$ cat config.mk
export PLATFORM = sky130hd
export DESIGN_NAME = bin_to_seg_avalon_writer
export DESIGN_NICKNAME = d
export VERILOG_FILES = /design/src/rtl/seg_disp_pkg.sv /design/src/rtl/bin_to_bcd_seq.sv /design/src/rtl/bin_to_seg_avalon_writer.sv
export SDC_FILE = /design/constraint.sdc
export NUM_CORES = 1
export LEC_CHECK = 0
export CORE_UTILIZATION = 50
export DETAILED_ROUTE_END_ITERATION = 10
export MAX_ROUTING_LAYER = met4
export PLACE_DENSITY = 0.69
export SLEW_MARGIN = 20
export SYNTH_ARGS = -nofsm -noshare
export SYNTH_HDL_FRONTEND = slang
export SYNTH_HIERARCHICAL = 1
export SYNTH_SLANG_ARGS = --single-unit
$ cat constraint.sdc
create_clock -name clk -period 2.93 [get_ports clk]
set_input_delay 0.586 -clock clk [delete_from_list [all_inputs] [get_ports clk]]
set_output_delay 0.586 -clock clk [all_outputs]
set_load 0.01 [all_outputs]
$ cat src/rtl/seg_disp_pkg.sv
// Shared codes, state type and helpers for the 7-segment display writer path.
package seg_disp_pkg;

  localparam logic [7:0] SEG_BLANK_CODE = 8'h10;
  localparam logic [7:0] SEG_ERR_CODE   = 8'h0E;

  typedef enum logic [1:0] {
    IDLE,
    CONVERT,
    WRITE
  } state_t;

  function automatic logic [63:0] pow10(input int n);
    logic [63:0] r;
    r = 64'd1;
    for (int i = 0; i < n; i++) begin
      r = r * 64'd10;
    end
    return r;
  endfunction

endpackage

$ cat src/rtl/bin_to_bcd_seq.sv
// Sequential double-dabble converter: one add-3/shift step per cycle, DATA_W steps
// after a start pulse, done pulses in the cycle of the final step.
module bin_to_bcd_seq #(
  parameter int DATA_W     = 20,
  parameter int NUM_DIGITS = 6
) (
  input  logic                    clk,
  input  logic                    rst_n,
  input  logic                    start_i,
  input  logic [DATA_W-1:0]       value_i,
  output logic                    done_o,
  output logic [4*NUM_DIGITS-1:0] bcd_o
);

  localparam int BCD_W = 4 * NUM_DIGITS;
  localparam int CNT_W = $clog2(DATA_W + 1);

  logic [DATA_W-1:0]       bin_reg;
  logic [BCD_W-1:0]        bcd_reg;
  logic [CNT_W-1:0]        cnt_reg;
  logic                    running_reg;
  logic [BCD_W-1:0]        bcd_adj;
  logic [BCD_W+DATA_W-1:0] shifted;

  genvar gi;
  generate
    for (gi = 0; gi < NUM_DIGITS; gi++) begin : g_adj
      assign bcd_adj[4*gi +: 4] = (bcd_reg[4*gi +: 4] >= 4'd5) ?
                                  bcd_reg[4*gi +: 4] + 4'd3 : bcd_reg[4*gi +: 4];
    end
  endgenerate

  // Top bit falls off the concatenation; values that need it are flagged as overflow upstream.
  assign shifted = {bcd_adj, bin_reg} << 1;
  assign done_o  = running_reg && (cnt_reg == CNT_W'(DATA_W - 1));
  assign bcd_o   = bcd_reg;

  always_ff @(posedge clk or negedge rst_n) begin
    if (!rst_n) begin
      bin_reg     <= '0;
      bcd_reg     <= '0;
      cnt_reg     <= '0;
      running_reg <= 1'b0;
    end else if (start_i) begin
      bin_reg     <= value_i;
      bcd_reg     <= '0;
      cnt_reg     <= '0;
      running_reg <= 1'b1;
    end else if (running_reg) begin
      bin_reg <= shifted[DATA_W-1:0];
      bcd_reg <= shifted[BCD_W+DATA_W-1:DATA_W];
      cnt_reg <= cnt_reg + CNT_W'(1);
      if (done_o) begin
        running_reg <= 1'b0;
      end
    end
  end

endmodule

$ cat src/rtl/bin_to_seg_avalon_writer.sv
// Accepts a binary value, converts it to BCD and writes one Avalon-MM beat per digit.
// Define SEG_LEADING_ZERO_BLANK_EN to blank digits above the most significant nonzero one.
module bin_to_seg_avalon_writer
  import seg_disp_pkg::*;
#(
  parameter int NUM_DIGITS = 6,
  parameter int DATA_W     = 20
) (
  input  logic              clk,
  input  logic              rst_n,
  input  logic [DATA_W-1:0] value_i,
  input  logic              value_valid_i,
  output logic              value_ready_o,
  output logic [2:0]        avm_address_o,
  output logic              avm_write_o,
  output logic [7:0]        avm_writedata_o,
  input  logic              avm_waitrequest_i,
  output logic              busy_o,
  output logic              overflow_o
);

  localparam int          BCD_W     = 4 * NUM_DIGITS;
  localparam logic [63:0] MAX_VALUE = pow10(NUM_DIGITS) - 64'd1;
`ifdef SEG_LEADING_ZERO_BLANK_EN
  localparam bit BLANK_EN = 1'b1;
`else
  localparam bit BLANK_EN = 1'b0;
`endif

  generate
    if (NUM_DIGITS < 1 || NUM_DIGITS > 8) begin : g_digits_check
      $error("NUM_DIGITS must be in 1..8 for a 3-bit digit address");
    end
  endgenerate

  state_t           state_reg, state_next;
  logic [2:0]       beat_reg, beat_next;
  logic             overflow_reg;
  logic             accept;
  logic             conv_done;
  logic             beat_done;
  logic             last_beat;
  logic [BCD_W-1:0] bcd;
  logic [7:0]       digit_code [8];

  assign accept    = value_valid_i && (state_reg == IDLE);
  assign beat_done = (state_reg == WRITE) && !avm_waitrequest_i;
  assign last_beat = (beat_reg == 3'(NUM_DIGITS - 1));

  bin_to_bcd_seq #(
    .DATA_W     (DATA_W),
    .NUM_DIGITS (NUM_DIGITS)
  ) u_bcd (
    .clk     (clk),
    .rst_n   (rst_n),
    .start_i (accept),
    .value_i (value_i),
    .done_o  (conv_done),
    .bcd_o   (bcd)
  );

  always_ff @(posedge clk or negedge rst_n) begin
    if (!rst_n) begin
      state_reg    <= IDLE;
      beat_reg     <= '0;
      overflow_reg <= 1'b0;
    end else begin
      state_reg <= state_next;
      beat_reg  <= beat_next;
      if (accept) begin
        overflow_reg <= (64'(value_i) > MAX_VALUE);
      end
    end
  end

  always_comb begin
    state_next = state_reg;
    beat_next  = beat_reg;
    case (state_reg)
      IDLE: begin
        if (accept) state_next = CONVERT;
      end
      CONVERT: begin
        if (conv_done) state_next = WRITE;
      end
      WRITE: begin
        if (beat_done) begin
          if (last_beat) begin
            state_next = IDLE;
            beat_next  = '0;
          end else begin
            beat_next = beat_reg + 3'd1;
          end
        end
      end
      default: begin
        state_next = IDLE;
        beat_next  = '0;
      end
    endcase
  end

  // Per-digit write codes; unused address slots read as zero.
  genvar gi;
  generate
    for (gi = 0; gi < 8; gi++) begin : g_code
      if (gi >= NUM_DIGITS) begin : g_unused
        assign digit_code[gi] = 8'h00;
      end else if (gi == 0) begin : g_lsd
        assign digit_code[gi] = overflow_reg ? SEG_ERR_CODE : {4'h0, bcd[3:0]};
      end else begin : g_upper
        logic upper_zero;
        assign upper_zero     = (bcd[BCD_W-1:4*gi] == '0);
        assign digit_code[gi] = overflow_reg            ? SEG_ERR_CODE   :
                                (BLANK_EN && upper_zero) ? SEG_BLANK_CODE :
                                {4'h0, bcd[4*gi +: 4]};
      end
    end
  endgenerate

  assign value_ready_o   = (state_reg == IDLE);
  assign busy_o          = !value_ready_o;
  assign avm_write_o     = (state_reg == WRITE);
  assign avm_address_o   = beat_reg;
  assign avm_writedata_o = avm_write_o ? digit_code[beat_reg] : 8'h00;
  assign overflow_o      = overflow_reg;

endmodule
==> results of run 1 <==
-- synthesized netlist by cell type, drive strengths merged, types with 5 or more instances --
| cell type | number | area [sq um] |
|---|---|---|
| a21oi | 14 | 85.1 |
| ha | 13 | 163 |
| nand2 | 39 | 154 |
| or4b | 5 | 50.1 |
| nor2 | 18 | 67.6 |
| a22oi | 5 | 37.5 |
| buf | 22 | 174 |
| o311ai | 6 | 52.6 |
| nand4 | 8 | 50.1 |
| o32ai | 5 | 43.8 |
| nand2b | 7 | 43.8 |
| mux2 | 7 | 82.6 |
| xor2 | 7 | 61.3 |
| o21ai | 35 | 175 |
| nand3 | 8 | 40.0 |
| mux2i | 28 | 284 |
| dfrtp | 56 | 1400 |
| inv | 20 | 75.1 |
-- cells by family after synthesis --
group	Yosys count
fa+ha+maj	13
flops	56
xor+xnor	8
simple gates	103
mux	35
compound gates	86
other cells	1
buf+inv	44
-- routing by layer --
layer,part of all wire [%],track usage (%),vias to the layer above
met5,0,-,-
met4,1.1,5.80,0
met1,49,30.0,1219
met2,46,31.1,64
met3,3.9,4.35,6
li1,-,-,1293
-- area by class of cell --
type | count | area (sq um)
Timing Repair Buffer | 40 | 405
Clock buffer | 7 | 76.3
Inverter | 20 | 75.1
Tap cell | 77 | 96.3
Clock inverter | 1 | 5.00
Fill cell | 567 | 2640
Multi-Input combinational cell | 249 | 1730
Sequential cell | 56 | 1400
-- through the flow --
step / total power [uW] / util [%] / setup slack [ns] / area, sq um
CTS: 3670 / 59.0 / 0.125 / 3790
global route: 3970 / 59.0 / 0.0315 / 3790
floorplan: 2840 / - / 0.974 / 3380
finish: 3660 / 59.0 / 0.128 / 3790
global placement: 3180 / 57.7 / 0.525 / 3700
detailed placement: 3250 / 57.7 / 0.497 / 3700
-- final timing paths --
check / slack [ns] / to
hold reg to reg: 0.52 / u_bcd/bcd_o[0]
setup / recovery: 0.13 / avm_writedata_o[0]
hold / removal: 0.27 / u_bcd/bcd_o[15]
setup reg to reg: 1.07 / u_bcd/bcd_o[13]
max in group asynchronous: 1.96 / u_bcd/running_reg
min in group clk: 0.52 / u_bcd/bcd_o[0]
-- power groups by stage --
stage          clock [uW]  sequential (uW)  combinational, uW
6_report              425             1460               1780
3_3_place_gp            0             1460               1710
4_1_cts               434             1460               1780
5_1_grt               461             1510               2000
3_5_place_dp            0             1470               1780
2_1_floorplan           0             1350               1490
==> impl_metrics.toml, run 1 <==
[flow_run]
drv_cap = 0

[synthesis]
yosys_register_bits = 56
synth_edf_count = 0
synth_top_family_by_area = "compound AO/OA/AOI/OAI gates"
synth-simple-area-share_pct = 15.8
synthCells = 346
ys_types = 54
ys_seq_area_share_pct = 41.6
synth_area_sq_um = 3370
async_reset_ff_share_pct = 100
yosysWarnings = 6
synth.area.mux_share_pct = 10.9
avgSynthCellArea_sq_um = 9.73
synthAdderAreaFrac_pct = 4.83
synth_compound_area_share_pct = 17.1
synthFlopType = "dfrtp_1"
synthXorXnorAreaFrac_pct = 2.08

[cts]
htreeDepth = 2
numClockSinks = 56
insertion_delay_ns = 0.32
hold_buffers = 0
cts_setup_buffers = 0
cts_tree = "yes"
root_buffer = "clkbuf_8"
clkTransAtPathRegs_ns = 0.10
cts_buffers = 5
cts_resized = 0
clk_path_buf_depth = 2

[worst_setup_path]
worst_setup_path_end_kind = "output pin"
path_buf_inv = 1
cp_data_required_time_ns = 2.34
timing.rr.start = "state_reg[1]"
slowest_delay_ns = 0.60
startpoint = "avm_address_o[0]"
crit_chain = "or3_1, a311oi_1, clkdlybuf4s50_1"
slowest_stage = "clkdlybuf4s50_1"
crit_cells = 3
critPathMaxFanout = 12
crit_family = "buffers and inverters"
critPathKind = "flip-flop to output pin"
ff2ff_path_depth = 5
critPathArrivalTime_ns = 2.22
startpoint_type = "flip-flop"

[final_layout]
largest_reg_flops = 24
layout_commonest_cell = "dfrtp_1"
antenna_cells = 0
layout.nets = 409
drive_above_1_share_pct = 9.12
syn_to_final_growth_pct = 12.4
layout_common_cells = "dfrtp_1, nand2_1, o21ai_0, clkdlybuf4s50_1, mux2i_1"
layoutNonFillerInstCount = 450

[timing]
whs_ns = 0.269
min_period_over_period_pct = 95.6
rsz0062_at_grt = "no"
finalSetupViolCount = 0
tightest_slew_ns = 0.610
hold_viol = 0
skew_ns = 0.0114
fmax_mhz = 357
period_needed_ns = 2.80
relSlewSlack_pct = 59.3
slew_viol_final = 0
tns_ns = 0

[die]
initial_core_util_pct = 52.4
rows = 29
die_h_um = 84.1
core_area_sq_um = 6420
die_w_um = 84.1
ios = 39
die_area_sq_um = 7070

[routing]
drtIter0Drc = 172
drc = 8
postRouteAntennaNets = 0
dr_total_vias = 2582
drt-total-wl_um = 6860
wl_per_cell_um = 15.2
via_per_inst = 5.74
dr.pass1.iters = 8

[global_routing]
antenna_found_initial = 0
gr-total-overflow = 0
grt_pass1_wl_um = 11500
grt_pass1_vias = 2322
gr-usage-all-layers_pct = 21.2
grt_max_degree = 75

[power]
p_int_uw = 2120
seq_power_share_pct = 39.8
swShare_pct = 42.1
power.leakage_uw = 0.00165
vdd_ir_drop_max_uv = 658
combPwrFrac_pct = 48.6
p_sw_uw = 1540
powerDensity_nw_per_um2 = 968
clkPwrFrac_pct = 11.6

[outcome]
violations = "DRC"
status = "complete, but fails checks"

[placed_design]
gp_congestion = 0.825
port_buffers = 34
place_hpwl_um = 4780
numPlacedInstances = 442

[hold_path]
min_path_type = "input pin to async pin"
No activity file was read; power rests on OpenSTA's default activity.
==> run 2: changes to the inputs <==
- CORE_UTILIZATION: 50 -> 40
- PLACE_DENSITY: 0.69 -> 0.57
==> run 2 against run 1 <==
  * The flow now finishes without violations
  * Cell count increased by 6.7%
  * First-iteration DRC count fell by 49%
  * Maximum frequency hardly changed
  * Cell area rose by 3.4%
  * Highest routed layer unchanged
  * Power is 7.5% higher
  * Non-clock buffer count grew 2
  * Sequential power barely moved
  * Worst setup slack better by 0.0020 ns
==> impl_metrics.toml, run 2 (synthesized netlist as in run 1, its figures left out) <==
[cts]
clkTransAtPathRegs_ns = 0.10
numClockSinks = 56
htreeDepth = 2
cts_buffers = 5
cts_tree = "yes"
insertion_delay_ns = 0.31
root_buffer = "clkbuf_8"
hold_buffers = 0
clk_path_buf_depth = 2

[global_routing]
antenna_found_initial = 0
grt_pass1_vias = 2514
gr-usage-all-layers_pct = 18.4
gr-total-overflow = 0
grt_pass1_wl_um = 12400
grt_max_degree = 62

[worst_setup_path]
slowest_stage = "clkdlybuf4s50_1"
critPathMaxFanout = 14
critPathKind = "flip-flop to output pin"
reg2reg_to = "u_bcd/bcd_o[1]"
startpoint_type = "flip-flop"
worst_setup_path_end_kind = "output pin"
critPathArrivalTime_ns = 2.21
ff2ff_path_depth = 5
slowest_delay_ns = 0.61
reg2reg_slack_ns = 1.15
cp_data_required_time_ns = 2.34
timing.rr.start = "state_reg[0]"
crit_chain = "or3_1, a311oi_1, clkdlybuf4s50_1"

[final_layout]
layout_common_cells = "dfrtp_1, nand2_1, o21ai_0, clkdlybuf4s50_1, mux2i_1"
drive_above_1_share_pct = 10.4
layout_commonest_cell = "dfrtp_1"
syn_to_final_growth_pct = 16.3
layout.nets = 411
largest_reg_flops = 24
antenna_cells = 0

[routing]
postRouteAntennaNets = 0
drtIter0Drc = 87
wl_met3_um = 204
wl_per_cell_um = 15.1
via_per_inst = 5.37
drc = 0
dr_total_vias = 2577
drt-total-wl_um = 7240
dr.pass1.iters = 4
maxUsedRoutingLayer = "met4"
wl_met2_um = 3320
wl_met1_um = 3660

[timing]
slew_viol_final = 0
min_period_over_period_pct = 95.6
fmax_mhz = 357
tightest_slew_ns = 0.702
hold_viol = 0
skew_ns = 0.00843
period_needed_ns = 2.80
relSlewSlack_pct = 53.2
tns_ns = 0
finalSetupViolCount = 0
rsz0062_at_grt = "no"
whs_ns = 0.305

[die]
ios = 39
initial_core_util_pct = 41.2
rows = 33
die_area_sq_um = 8790
core_area_sq_um = 8180
die_w_um = 93.7
die_h_um = 93.7

[power]
powerDensity_nw_per_um2 = 1010
power.leakage_uw = 0.00169
vdd_ir_drop_max_uv = 312

[hold_path]
min_path_type = "input pin to async pin"

[placed_design]
port_buffers = 34
place_hpwl_um = 5060
gp_congestion = 0.836

[flow_run]
drv_cap = 0

[outcome]
status = "complete, no violations"
-- run 2: metrics by stage --
stage                     std cells  util [%]  cell area (sq um)  power (uW)  worst slack (ns)
after global routing            480      47.9               3920        4290           0.00967
after CTS                       480      47.9               3910        3980            0.0303
final                           480      47.9               3920        3940             0.130
after detailed placement        472      45.9               3750        3270             0.411
after global placement          472      45.9               3750        3210             0.424
after floorplan                 349         -               3380        2840             0.974
-- run 2: final cells by class --
class / count / area [sq um]
clock inverters: 3 / 90.1
multi-input cells: 249 / 1730
fillers: 765 / 4260
well taps: 105 / 131
inverters: 20 / 75.1
repair buffers: 42 / 420
flip-flops and latches: 56 / 1400
clock buffers: 5 / 68.8
-- run 2: timing repair --
action                     in CTS  in global routing
buffers inserted                0                  0
resized for setup               0                  1
setup endpoints to repair       0                  1
-- run 2: power by group --
group | leakage (uW) | switching (uW) | internal, uW
logic | 0.000902 | 888 | 868
clock network | 0.0000784 | 264 | 427
registers | 0.000714 | 402 | 1090
-- run 2: per-layer routing --
metal	vias to the layer above	GRT usage (%)
met4	0	4.10
met1	1229	25.6
met2	50	28.6
li1	1292	-
met3	6	2.67
met5	-	-
-- run 2: worst max-delay path by stage --
stage | to | startpoint | slack, ns | cells past startpoint
finish | avm_writedata_o[0] | avm_address_o[1] | 0.13 | 3
global route | avm_writedata_o[0] | u_bcd/bcd_o[0] | 0.01 | 4
CTS | avm_writedata_o[0] | avm_address_o[1] | 0.03 | 3
detailed placement | avm_writedata_o[0] | avm_address_o[1] | 0.41 | 3
global placement | avm_writedata_o[0] | avm_address_o[1] | 0.42 | 3
floorplan | avm_writedata_o[0] | avm_address_o[1] | 0.97 | 3
-- run 2: critical path, delay by kind of cell (launching register included) --
family          cells  cell delay, ns
buf+inv             1            0.61
flops               1            0.53
compound gates      1            0.39
simple gates        1            0.38
